==> src/rtl/operand_loader.sv <==
// operand_loader
//   Streams two 4x4 operand matrices (A then B, row-major) from an upstream
//   valid/ready source into two operand buffers, then enables the array
//   controller and waits for its completion, with a bounded wait.
//
// Ports
//   clk         sole clock, rising edge
//   rst_n       synchronous active-low reset
//   load_start  begin one load-and-run sequence (honoured only in IDLE)
//   s_valid     upstream word valid
//   s_data      upstream operand word
//   s_ready     loader accepts a word this cycle (LOAD_A / LOAD_B)
//   wr_en_A     write strobe for the matrix A buffer
//   wr_en_B     write strobe for the matrix B buffer
//   wr_addr     buffer write address (word index, zero-extended)
//   wr_data     buffer write data
//   en          run enable to the array controller (level, high in RUN)
//   done        array controller completion (may stay high)
//   busy        high whenever not IDLE
//   cmp_done    one-cycle pulse on successful completion
//   timeout_err one-cycle pulse when the done wait expires
module operand_loader #(
  parameter int DATA_W  = 16,
  parameter int N_WORDS = 16,
  parameter int ADDR_W  = 5,
  parameter int TIMEOUT = 255
) (
  input  logic              clk,
  input  logic              rst_n,
  input  logic              load_start,
  input  logic              s_valid,
  input  logic [DATA_W-1:0] s_data,
  output logic              s_ready,
  output logic              wr_en_A,
  output logic              wr_en_B,
  output logic [ADDR_W-1:0] wr_addr,
  output logic [DATA_W-1:0] wr_data,
  output logic              en,
  input  logic              done,
  output logic              busy,
  output logic              cmp_done,
  output logic              timeout_err
);

  localparam int CNT_W = $clog2(TIMEOUT + 1);
  localparam logic [ADDR_W-1:0] LAST_IDX = ADDR_W'(N_WORDS - 1);
  // The edge that would take the counter to TIMEOUT is the last one spent
  // waiting; deciding on the pre-increment value keeps the compare registered.
  localparam logic [CNT_W-1:0]  CNT_LAST = CNT_W'(TIMEOUT - 1);

  typedef enum logic [1:0] {
    IDLE   = 2'd0,
    LOAD_A = 2'd1,
    LOAD_B = 2'd2,
    RUN    = 2'd3
  } state_t;

  state_t            state_q, state_d;
  logic [ADDR_W-1:0] idx_q, idx_d;
  logic [CNT_W-1:0]  cnt_q, cnt_d;
  logic              done_q;
  logic              wr_en_a_q, wr_en_a_d;
  logic              wr_en_b_q, wr_en_b_d;
  logic [ADDR_W-1:0] wr_addr_q, wr_addr_d;
  logic [DATA_W-1:0] wr_data_q, wr_data_d;
  logic              cmp_done_q, cmp_done_d;
  logic              timeout_err_q, timeout_err_d;

  logic handshake;
  logic done_rise;

  assign s_ready   = (state_q == LOAD_A) || (state_q == LOAD_B);
  assign busy      = (state_q != IDLE);
  assign en        = (state_q == RUN);
  assign handshake = s_valid & s_ready;
  // Only a fresh 0->1 transition counts, so a done left high by the
  // previous run cannot complete the next one.
  assign done_rise = done & ~done_q;

  assign wr_en_A     = wr_en_a_q;
  assign wr_en_B     = wr_en_b_q;
  assign wr_addr     = wr_addr_q;
  assign wr_data     = wr_data_q;
  assign cmp_done    = cmp_done_q;
  assign timeout_err = timeout_err_q;

  always_comb begin
    state_d       = state_q;
    idx_d         = idx_q;
    cnt_d         = cnt_q;
    wr_en_a_d     = 1'b0;
    wr_en_b_d     = 1'b0;
    wr_addr_d     = wr_addr_q;
    wr_data_d     = wr_data_q;
    cmp_done_d    = 1'b0;
    timeout_err_d = 1'b0;

    case (state_q)
      IDLE: begin
        if (load_start) begin
          state_d = LOAD_A;
          idx_d   = '0;
        end
      end

      LOAD_A: begin
        if (handshake) begin
          wr_en_a_d = 1'b1;
          wr_addr_d = idx_q;
          wr_data_d = s_data;
          if (idx_q == LAST_IDX) begin
            state_d = LOAD_B;
            idx_d   = '0;
          end else begin
            idx_d = idx_q + ADDR_W'(1);
          end
        end
      end

      LOAD_B: begin
        if (handshake) begin
          wr_en_b_d = 1'b1;
          wr_addr_d = idx_q;
          wr_data_d = s_data;
          if (idx_q == LAST_IDX) begin
            state_d = RUN;
            idx_d   = '0;
            cnt_d   = '0;
          end else begin
            idx_d = idx_q + ADDR_W'(1);
          end
        end
      end

      RUN: begin
        // Completion wins over expiry when both land on the same edge.
        if (done_rise) begin
          state_d    = IDLE;
          cmp_done_d = 1'b1;
        end else if (cnt_q == CNT_LAST) begin
          state_d       = IDLE;
          timeout_err_d = 1'b1;
        end else begin
          cnt_d = cnt_q + CNT_W'(1);
        end
      end

      default: state_d = IDLE;
    endcase
  end

  always_ff @(posedge clk) begin
    if (!rst_n) begin
      state_q       <= IDLE;
      idx_q         <= '0;
      cnt_q         <= '0;
      done_q        <= 1'b0;
      wr_en_a_q     <= 1'b0;
      wr_en_b_q     <= 1'b0;
      wr_addr_q     <= '0;
      wr_data_q     <= '0;
      cmp_done_q    <= 1'b0;
      timeout_err_q <= 1'b0;
    end else begin
      state_q       <= state_d;
      idx_q         <= idx_d;
      cnt_q         <= cnt_d;
      done_q        <= done;
      wr_en_a_q     <= wr_en_a_d;
      wr_en_b_q     <= wr_en_b_d;
      wr_addr_q     <= wr_addr_d;
      wr_data_q     <= wr_data_d;
      cmp_done_q    <= cmp_done_d;
      timeout_err_q <= timeout_err_d;
    end
  end

endmodule

==> config.mk <==
export PLATFORM = sky130hd
export DESIGN_NAME = operand_loader
export DESIGN_NICKNAME = d
export VERILOG_FILES = /design/src/rtl/operand_loader.sv
export SDC_FILE = /design/constraint.sdc
export NUM_CORES = 1
export LEC_CHECK = 0
export ABC_AREA = 1
export BUFFER_PORTS_ARGS = -buffer_cell sky130_fd_sc_hd__buf_2
export CAP_MARGIN = 20
export CORE_ASPECT_RATIO = 1.4
export CORE_MARGIN = 2
export CORE_UTILIZATION = 50
export DETAILED_ROUTE_END_ITERATION = 6
export GPL_TIMING_DRIVEN = 0
export PLACE_DENSITY = 0.74
export SLEW_MARGIN = 25
export SYNTH_ARGS = -nofsm -noshare
export SYNTH_HDL_FRONTEND = slang
export SYNTH_SLANG_ARGS = --single-unit
==> constraint.sdc <==
create_clock -name clk -period 2.5 [get_ports clk]
set_clock_uncertainty 0.05 [all_clocks]
set_input_delay 0.25 -clock clk [delete_from_list [all_inputs] [get_ports clk]]
set_output_delay 0.25 -clock clk [all_outputs]
set_load 0.005 [all_outputs]
==> out/results.txt, run 1 <==
Finished Layout Cells: 361
Area Overhead vs Synth: 21.6%
CP required: 2.68 ns
setup slack, reg-to-reg: 0.71 ns
crit path launch type: flip-flop
critical path peak fanout: 6
post-synthesis cell type count: 23
final period utilization: 71.7%
min Tclk post-route: 1.79 ns
initial antenna violation count: 0
diode count: 0
Core Footprint: 0.00361 mm²
placed cell count: 353
P_int: 1.50 mW
Post-Syn Nets: 293
DR iter-0 viols: 54
Die Y: 76.2 µm
max-slew violation count: 0
initial core utilization: 51.6%
endpoints failing hold: 0
vias in the first global route: 1604
CP delay by family, top: simple AND/OR/NAND/NOR gates
highest ir drop seen on vdd: 605 µV
Worst Tran Pin Value: 0.505 ns
WHS Endpoint: done_q$_SDFF_PN0_
total gr overflow: 0
Crit Path Class: reg -> reg
TritonCTS Buffers: 5
Worst-path clk slew: 0.08 ns
CTS Hold Bufs: 0
Final Setup Violations: 0
hpwl dp: 2.93 mm
hold crit path type: in -> reg
power share of the sequential group: 40.2%
Yosys warnings: 0
max-cap violations: 0
Routed Antenna Nets: 0
Synth Area in Adders: 5.38%
largest family of logic cells by synthesized area: simple AND/OR/NAND/NOR gates
Mapped Area: 0.00186 mm²
wire per inst: 10.9 µm
RR Endpoint: idx_q[3]$_SDFFE_PN0P_
drt total wl: 3.92 mm
reg-to-reg critical path startpoint: state_q[0]$_SDFFE_PN0P_
Yosys reg bits: 41
# nets final: 347
share of cells above drive strength 1: 20.1%
Buf+Inv Stages, Crit Path: 1
worst hold margin: 0.0904 ns
register area share after synthesis: 44.1%
htree depth: 2
Crit-path slowest cell: dfxtp_1
post-synthesis mux area share: 0%
CP peak stage delay: 0.39 ns
Comb pwr share: 37.2%
pwr/cell area: 1050 mW/mm²
CTS tree: done
crit-path cells: inv_1, ha_1, nand2_1, nand2_1, nand2_1, nor2_1, nand2_1, a21oi_1
Sw Share: 36.9%
number of vias per cell: 4.93
Worst Path Arrival: 1.97 ns
RSZ-0062 raised after global routing: false
Placer Congestion: 0.817
clock power share: 22.6%
clk buf depth: 2
critical path capture point type: flip-flop
xor/xnor share of the synthesized area: 0.470%
die area: 0.00423 mm²
root buf cell: clkbuf_8
fmax: 558 MHz
first-pass GRT wire length: 6.87 mm
Post-Synth Simple-Gate Area: 31.9%
largest net degree at the start of global routing: 15
Vias: 1781
most used cell, CP: nand2_1
Max-Slew Margin vs Limit: 66.3%
Mapped Cells: 264
GRT Util Overall: 20.3%
Site Rows: 26
Leak Pwr: 1.12 nW
I/O Buffers: 47
status: complete, no violations
Synth Area in Compound Gates: 10.7%
min-delay src: done
Reg2Reg Depth: 8
DIE WIDTH: 55.6 µm
Psw: 0.877 mW
clk_lat worst skew: 0.30 ns
cts repair resizes: 0
Post-CTS Repair Setup Buffers: 0
average size of a mapped cell: 7.05 µm²
clock sinks: 41
Top Ports: 49
# DRC: 0
TNS Setup: 0 ns
Hold Path Stages: 3
Pre-antenna DRT Iters: 4
[power groups by stage]
| stage | clock [mW] | combinational, mW | sequential (mW) |
|---|---|---|---|
| final | 0.537 | 0.886 | 0.956 |
| after global routing | 0.574 | 1.03 | 0.983 |
| after CTS | 0.555 | 0.899 | 0.958 |
| after detailed placement | 0 | 0.896 | 0.970 |
| after global placement | 0 | 0.882 | 0.967 |
| after floorplan | 0 | 0.584 | 0.975 |
[per-stage QoR]
step	area (µm²)	total power, mW	utilization, %	setup slack, ns
after global placement	2150	1.85	59.5	0.752
after global routing	2260	2.59	62.7	0.480
after CTS	2260	2.41	62.7	0.711
after floorplan	1860	1.56	-	0.976
final	2260	2.38	62.7	0.709
after detailed placement	2150	1.87	59.5	0.732
[worst max path at each step]
stage	slack, ns	from	to	depth (start not counted)
floorplan	0.98	state_q[0]$_SDFFE_PN0P_	idx_q[0]$_SDFFE_PN0P_	7
global placement	0.75	state_q[0]$_SDFFE_PN0P_	idx_q[1]$_SDFFE_PN0P_	8
detailed placement	0.73	state_q[0]$_SDFFE_PN0P_	idx_q[1]$_SDFFE_PN0P_	8
CTS	0.71	state_q[0]$_SDFFE_PN0P_	idx_q[3]$_SDFFE_PN0P_	8
global route	0.48	state_q[1]$_SDFFE_PN0P_	idx_q[3]$_SDFFE_PN0P_	8
finish	0.71	state_q[0]$_SDFFE_PN0P_	idx_q[3]$_SDFFE_PN0P_	8
[logic make-up (layout without fill, tap and decap cells)]
| kind of cell | after synthesis | count (layout) |
|---|---|---|
| flip-flops | 41 | 41 |
| buffers and inverters | 36 | 91 |
| AO/OA/AOI/OAI | 36 | 36 |
| XOR/XNOR | 1 | 1 |
| adder cells (fa/ha/maj) | 8 | 8 |
| AND/OR/NAND/NOR | 142 | 142 |
[flip-flops by register name, summed over array words and instances (netlist names)]
| signal | cells |
|---|---|
| wr_data | 16 |
| state_q | 2 |
| timeout_err | 1 |
| wr_en_B | 1 |
| cnt_q | 8 |
| done_q | 1 |
| wr_addr | 5 |
| wr_en_A | 1 |
| cmp_done | 1 |
| idx_q | 5 |
[layout make-up]
class / instances / area [µm²]
inverters: 28 / 106
repair buffers: 47 / 235
multi-input cells: 187 / 902
clock inverters: 3 / 46.3
well taps: 42 / 52.6
fillers: 370 / 1350
plain buffers: 8 / 32.5
flip-flops and latches: 41 / 821
clock buffers: 5 / 68.8
[tightest hold or removal path: stages]
cell	delay, ns
buf_2	0.08
nand2_1	0.04
inv_1	0.04
[layout by cell type, fill, tap and decap left out]
cell type / instances
nand4_2: 1
clkinv_2: 1
nand2_4: 2
a21oi_1: 8
nor2_2: 1
dfxtp_1: 41
clkinv_4: 1
xnor2_1: 1
o21ai_0: 25
o21bai_1: 1
buf_1: 1
ha_1: 8
o211a_1: 1
clkbuf_1: 5
or2_2: 1
nor3b_1: 1
nand2_1: 50
nor2_1: 65
nand3b_1: 1
bufinv_16: 1
o21ai_4: 1
nand3_1: 17
clkbuf_8: 5
nor3_1: 3
clkinvlp_4: 1
inv_1: 27
buf_2: 49
[metal layers]
layer | up-vias | GRT usage, % | share of wire, %
met5 | - | 0 | 0
met4 | 0 | 9.51 | 1.9
met3 | 6 | 5.60 | 6.1
met2 | 49 | 36.0 | 50
met1 | 793 | 21.9 | 42
li1 | 933 | - | -
[cells in the mapped netlist]
master / count / area, µm²
nand2_1: 50 / 188
buf_1: 1 / 3.75
or2_2: 1 / 6.26
nor3b_1: 1 / 7.51
nand2_4: 2 / 22.5
nor2_2: 1 / 6.26
inv_1: 27 / 101
nor2_1: 65 / 244
nand3_1: 17 / 85.1
dfxtp_1: 41 / 821
o21bai_1: 1 / 7.51
clkinv_2: 1 / 5.00
nand3b_1: 1 / 7.51
xnor2_1: 1 / 8.76
o21ai_0: 25 / 125
clkbuf_1: 5 / 18.8
ha_1: 8 / 100
a21oi_1: 8 / 40.0
nor3_1: 3 / 15.0
o211a_1: 1 / 10.0
o21ai_4: 1 / 16.3
nand4_2: 1 / 12.5
buf_2: 2 / 10.0
Power figures use the tool's default switching activity.
==> run 2, diff against run 1 <==
- clock period: 2.5 -> 1.8 ns (I/O delays scaled with it)
==> run 2 against run 1 <==
Against the previous run: core utilization increased by 0.69 points; first-iteration DRC count fell by 30%; sequential cell count is the same; register-to-register slack got worse by 0.56 ns; hold slack worse by 0.071 ns; clock-buffer cell count did not move; non-clock buffer count did not move; cell count is the same; clock power up 39%; critical endpoint is now cnt_q[3]$_SDFFE_PN0P_.
==> out/results.txt, run 2 (synthesized netlist as in run 1, its figures left out) <==
max reg flops: 16
pwr/cell area: 1470 mW/mm²
WL met2: 2.02 mm
CP peak stage delay: 0.37 ns
Area Overhead vs Synth: 23.0%
# nets final: 347
Worst Tran Pin Value: 0.515 ns
crit-path cells: ha_1, inv_1, nor2_2, nand2_1, nand2_4, nand2_4, nand2_1, nand2_1, nand2_1, inv_1
CTS tree: done
CP delay by family, top: simple AND/OR/NAND/NOR gates
met3 WL: 237 µm
Worst Path Arrival: 1.81 ns
Core Util, Final: 63.4%
min Tclk post-route: 1.65 ns
Crit Path Class: reg -> reg
Worst-path clk slew: 0.08 ns
DR iter-0 viols: 38
initial core utilization: 51.6%
final period utilization: 91.8%
CTS Hold Bufs: 0
most used cell, CP: nand2_1
GRT Util Overall: 20.3%
highest ir drop seen on vdd: 872 µV
most common cell after layout, fill and taps aside: nor2_1
root buf cell: clkbuf_8
Die Y: 76.2 µm
# DRC: 0
critical path peak fanout: 9
wire per inst: 11.0 µm
die area: 0.00423 mm²
Final Setup Violations: 0
Site Rows: 26
Finished Layout Cells: 361
fmax: 605 MHz
max-slew violation count: 0
drt total wl: 3.98 mm
Leak Pwr: 1.12 nW
Tot Pwr: 3.37 mW
placed cell count: 353
max-cap violations: 0
Vias: 1792
I/O Buffers: 47
endpoints failing hold: 0
initial antenna violation count: 0
Top Ports: 49
diode count: 0
critical path capture point type: flip-flop
hpwl dp: 2.93 mm
status: complete, no violations
clock sinks: 41
Max-Slew Margin vs Limit: 65.7%
total gr overflow: 0
# fillers: 367
setup slack, reg-to-reg: 0.15 ns
htree depth: 2
WL met1: 1.65 mm
max layer used: met4
crit path launch type: flip-flop
Buf+Inv Stages, Crit Path: 2
vias in the first global route: 1604
Core Footprint: 0.00361 mm²
hold crit path type: in -> reg
Post-CTS Repair Setup Buffers: 0
clk_lat worst skew: 0.30 ns
largest net degree at the start of global routing: 15
Pre-antenna DRT Iters: 4
CP required: 1.95 ns
most frequent cells in the layout: 63 x nor2_1, 49 x buf_2, 49 x nand2_1
Routed Antenna Nets: 0
RSZ-0062 raised after global routing: false
TNS Setup: 0 ns
first-pass GRT wire length: 6.87 mm
share of cells above drive strength 1: 22.3%
number of vias per cell: 4.96
TritonCTS Buffers: 5
Crit-path slowest cell: dfxtp_2
DIE WIDTH: 55.6 µm
clk buf depth: 2
Placer Congestion: 0.817
## run 2: cell counts in the layout (fill, tap and decap cells not counted)
No cell type changed its count.
## run 2: final timing paths
path	cells after the start	from	end
setup / recovery	10	state_q[1]$_SDFFE_PN0P_	cnt_q[3]$_SDFFE_PN0P_
hold / removal	3	done	done_q$_SDFF_PN0_
setup reg to reg	10	state_q[1]$_SDFFE_PN0P_	cnt_q[3]$_SDFFE_PN0P_
hold reg to reg	1	done_q$_SDFF_PN0_	cmp_done$_SDFF_PP0_
## run 2: worst min-delay path, delay by kind of cell
family	cells	cell delay [ns]
buffers and inverters	2	0.12
and+or+nand+nor	1	0.04
## run 2: repair_timing
action                                 4_1_cts  5_1_grt
endpoints found under the hold margin        0        0
setup endpoints to repair                    0       31
resized for setup                            0        8
## run 2: per-layer routing
metal,global-route usage (%),vias up
met2,36.0,48
met5,0,-
met1,21.9,806
met4,9.51,0
met3,5.60,6
li1,-,932
## run 2: through the flow
stage / worst slack [ns] / hold WS, ns / instance area (µm²)
floorplan: 0.276 / 0.223 / 1860
global placement: 0.0525 / 0.324 / 2150
detailed placement: 0.0323 / 0.330 / 2150
CTS: 0.0112 / 0.0143 / 2260
global route: 0.00363 / 0.0336 / 2290
finish: 0.148 / 0.0192 / 2290
## run 2: cell type report
class / count / area [µm²] / share of cell area, %
multi-input combinational: 187 / 925 / 40.4
inverter: 28 / 106 / 4.64
sequential: 41 / 823 / 36.0
clock buffer: 5 / 68.8 / 3.01
timing repair buffer: 47 / 235 / 10.3
clock inverter: 3 / 46.3 / 2.02
buffer: 8 / 32.5 / 1.42
tap: 42 / 52.6 / 2.30
## run 2: power breakdown
group	switching [mW]	internal (mW)
Sequential	0.158	1.17
Clock	0.334	0.415
Combinational	0.758	0.532
Total	1.25	2.12
==> run 3, diff against run 2 <==
- ABC_AREA: 1 -> default
- REMOVE_ABC_BUFFERS: default -> 1
==> run 3 against run 2 <==
Against the previous run: via count fell by 6.1%; worst setup slack lost 0.082 ns; sequential power fell by 18%; area after synthesis rose by 0.20%; largest power group unchanged.
==> out/results.txt, run 3 <==
status: complete, no violations
pwr/cell area: 1220 mW/mm²
wire per inst: 13.1 µm
TritonCTS Buffers: 5
min Tclk post-route: 1.73 ns
Hold Path Stages: 2
Leak Pwr: 0.987 nW
count leader, synth: nand2_1
Pre-antenna DRT Iters: 4
Synth Flop Type: dfxtp_1
CP required: 1.98 ns
Seq. cell area: 827 µm²
top cells by count, synth: 61 x nand2_1, 41 x dfxtp_1, 22 x a21boi_0, 9 x o21ai_0
initial core utilization: 51.7%
critical path peak fanout: 5
Core Footprint: 0.00361 mm²
placed inst area: 0.00212 mm²
DIE WIDTH: 55.6 µm
register area share after synthesis: 44.0%
most frequent cells in the layout: 60 x nand2_1, 48 x buf_2, 36 x dfxtp_1
initial antenna violation count: 0
Vias: 1682
htree depth: 2
Crit Path Class: reg -> reg
# nets final: 300
hold crit path type: in -> reg
drt total wl: 4.10 mm
GRT Util Overall: 20.2%
min-delay src: done
setup slack, reg-to-reg: 0.07 ns
max reg flops: 16
Tot Pwr: 2.85 mW
clk buf depth: 2
RR Endpoint: cnt_q[6]$_SDFFE_PN0P_
Mapped Area: 0.00187 mm²
most common cell after layout, fill and taps aside: nand2_1
EDFF count, synth: 0
endpoints failing hold: 0
Worst-path clk slew: 0.08 ns
Worst Path Arrival: 1.91 ns
root buf cell: clkbuf_8
post-synth top area share: 44.0%
critical path capture point type: flip-flop
Placer Congestion: 0.846
total gr overflow: 0
final period utilization: 96.4%
share of cells above drive strength 1: 29.9%
post-synthesis cell type count: 38
die area: 0.00424 mm²
highest ir drop seen on vdd: 699 µV
Finished Cell Area: 0.00234 mm²
area leader, netlist: dfxtp_1
fmax: 577 MHz
Reg2Reg Depth: 5
# DRC: 0
area occupied by multi-input gates: 0.00105 mm²
clk_lat worst skew: 0.29 ns
Max-Slew Margin vs Limit: 54.1%
first-pass GRT wire length: 7.01 mm
vias in the first global route: 1629
largest net degree at the start of global routing: 45
max-cap violations: 0
clock sinks: 41
Yosys reg bits: 41
RSZ-0062 raised after global routing: true
Routed Antenna Nets: 0
Worst Tran Pin Value: 0.688 ns
crit path launch type: flip-flop
WHS Endpoint: done_q$_SDFF_PN0_
# fillers: 329
max-slew violation count: 0
top post-synthesis cells by area: dfxtp_1 44%, nand2_1 12%, a21boi_0 8.9%
reg-to-reg critical path startpoint: idx_q[1]$_SDFFE_PN0P_
Area Overhead vs Synth: 25.3%
average size of a mapped cell: 8.52 µm²
Final Setup Violations: 0
I/O Buffers: 48
Site Rows: 26
DR iter-0 viols: 82
Core Util, Final: 64.7%
number of vias per cell: 5.37
CTS Hold Bufs: 0
Yosys warnings: 0
diode count: 0
async set-reset flop share out of synthesis: 0%
CTS tree: done
Die Y: 76.3 µm
hpwl dp: 2.67 mm
Mapped Cells: 219
Worst Setup SP: idx_q[1]$_SDFFE_PN0P_
Top Ports: 49
run 3: cell count changes after synthesis, sizes merged, moves of 6 or more:
cell    previous run  this run
a21oi              8         2
nand2             52        62
a21boi             0        22
nor2              66         3
inv               27         5
o21ai             26        10
nand3             17         8
run 3: cell type report:
class | count | area share (%)
Timing Repair Buffer | 54 | 12.2
Tap cell | 42 | 2.25
Inverter | 5 | 0.803
Clock inverter | 2 | 1.50
Sequential cell | 41 | 35.4
Clock buffer | 5 | 2.94
Multi-Input combinational cell | 164 | 44.9
run 3: critical path, stage by stage, from the launching register on:
cell	delay, ns
dfxtp_1	0.42
ha_2	0.24
nand3_2	0.15
o21a_1	0.28
or4b_1	0.46
o21ai_0	0.07
run 3: stage by stage:
| step | cells | hold slack [ns] | setup slack, ns | TNS, ns |
|---|---|---|---|---|
| after CTS | 310 | 0.0728 | 0.0104 | 0 |
| after global routing | 313 | 0.0876 | -0.0210 | -0.0263 |
| after detailed placement | 299 | 0.372 | -0.626 | -10.86 |
| final | 313 | 0.0755 | 0.0655 | 0 |
| after floorplan | 209 | 0.252 | -0.217 | -0.935 |
| after global placement | 299 | 0.368 | -0.612 | -9.80 |
run 3: timing repair:
action / 4_1_cts / 5_1_grt
setup endpoints to repair: 37 / 11
gates resized for setup: 10 / 8
buffers inserted: 3 / 3
cloned: 1 / 0
pin swaps: 3 / 1
run 3: kinds of logic (layout without fill, tap and decap cells):
group           count (synthesis)  after routing  share of synthesized area, %
buf+inv                        15             66                          3.15
fa+ha+maj                       8              8                          5.37
mux                             3              3                          1.61
compound gates                 53             53                          21.1
flops                          41             41                          44.0
simple gates                   99            100                          24.7
run 3: how the worst max path moves through the flow:
stage	end	depth (start not counted)	slack, ns
2_1_floorplan	idx_q[3]$_SDFFE_PN0P_	6	-0.22
3_3_place_gp	idx_q[3]$_SDFFE_PN0P_	6	-0.61
3_5_place_dp	idx_q[3]$_SDFFE_PN0P_	6	-0.63
4_1_cts	cnt_q[6]$_SDFFE_PN0P_	5	0.01
5_1_grt	cnt_q[4]$_SDFFE_PN0P_	7	-0.02
6_report	cnt_q[6]$_SDFFE_PN0P_	5	0.07
run 3: routing by layer:
layer | track usage (%) | vias to the layer above | wire [µm]
met5 | 0 | - | 0
met4 | 8.29 | 0 | 65
met3 | 3.40 | 8 | 214
met2 | 35.5 | 49 | 2030
met1 | 24.0 | 762 | 1790
li1 | - | 863 | -
run 3: where the power goes:
part | total (mW) | switching, mW | leakage [nW] | internal, mW
clock | 0.703 | 0.300 | 0.0540 | 0.403
sequential | 1.09 | 0.0695 | 0.334 | 1.02
combinational | 1.05 | 0.586 | 0.598 | 0.464
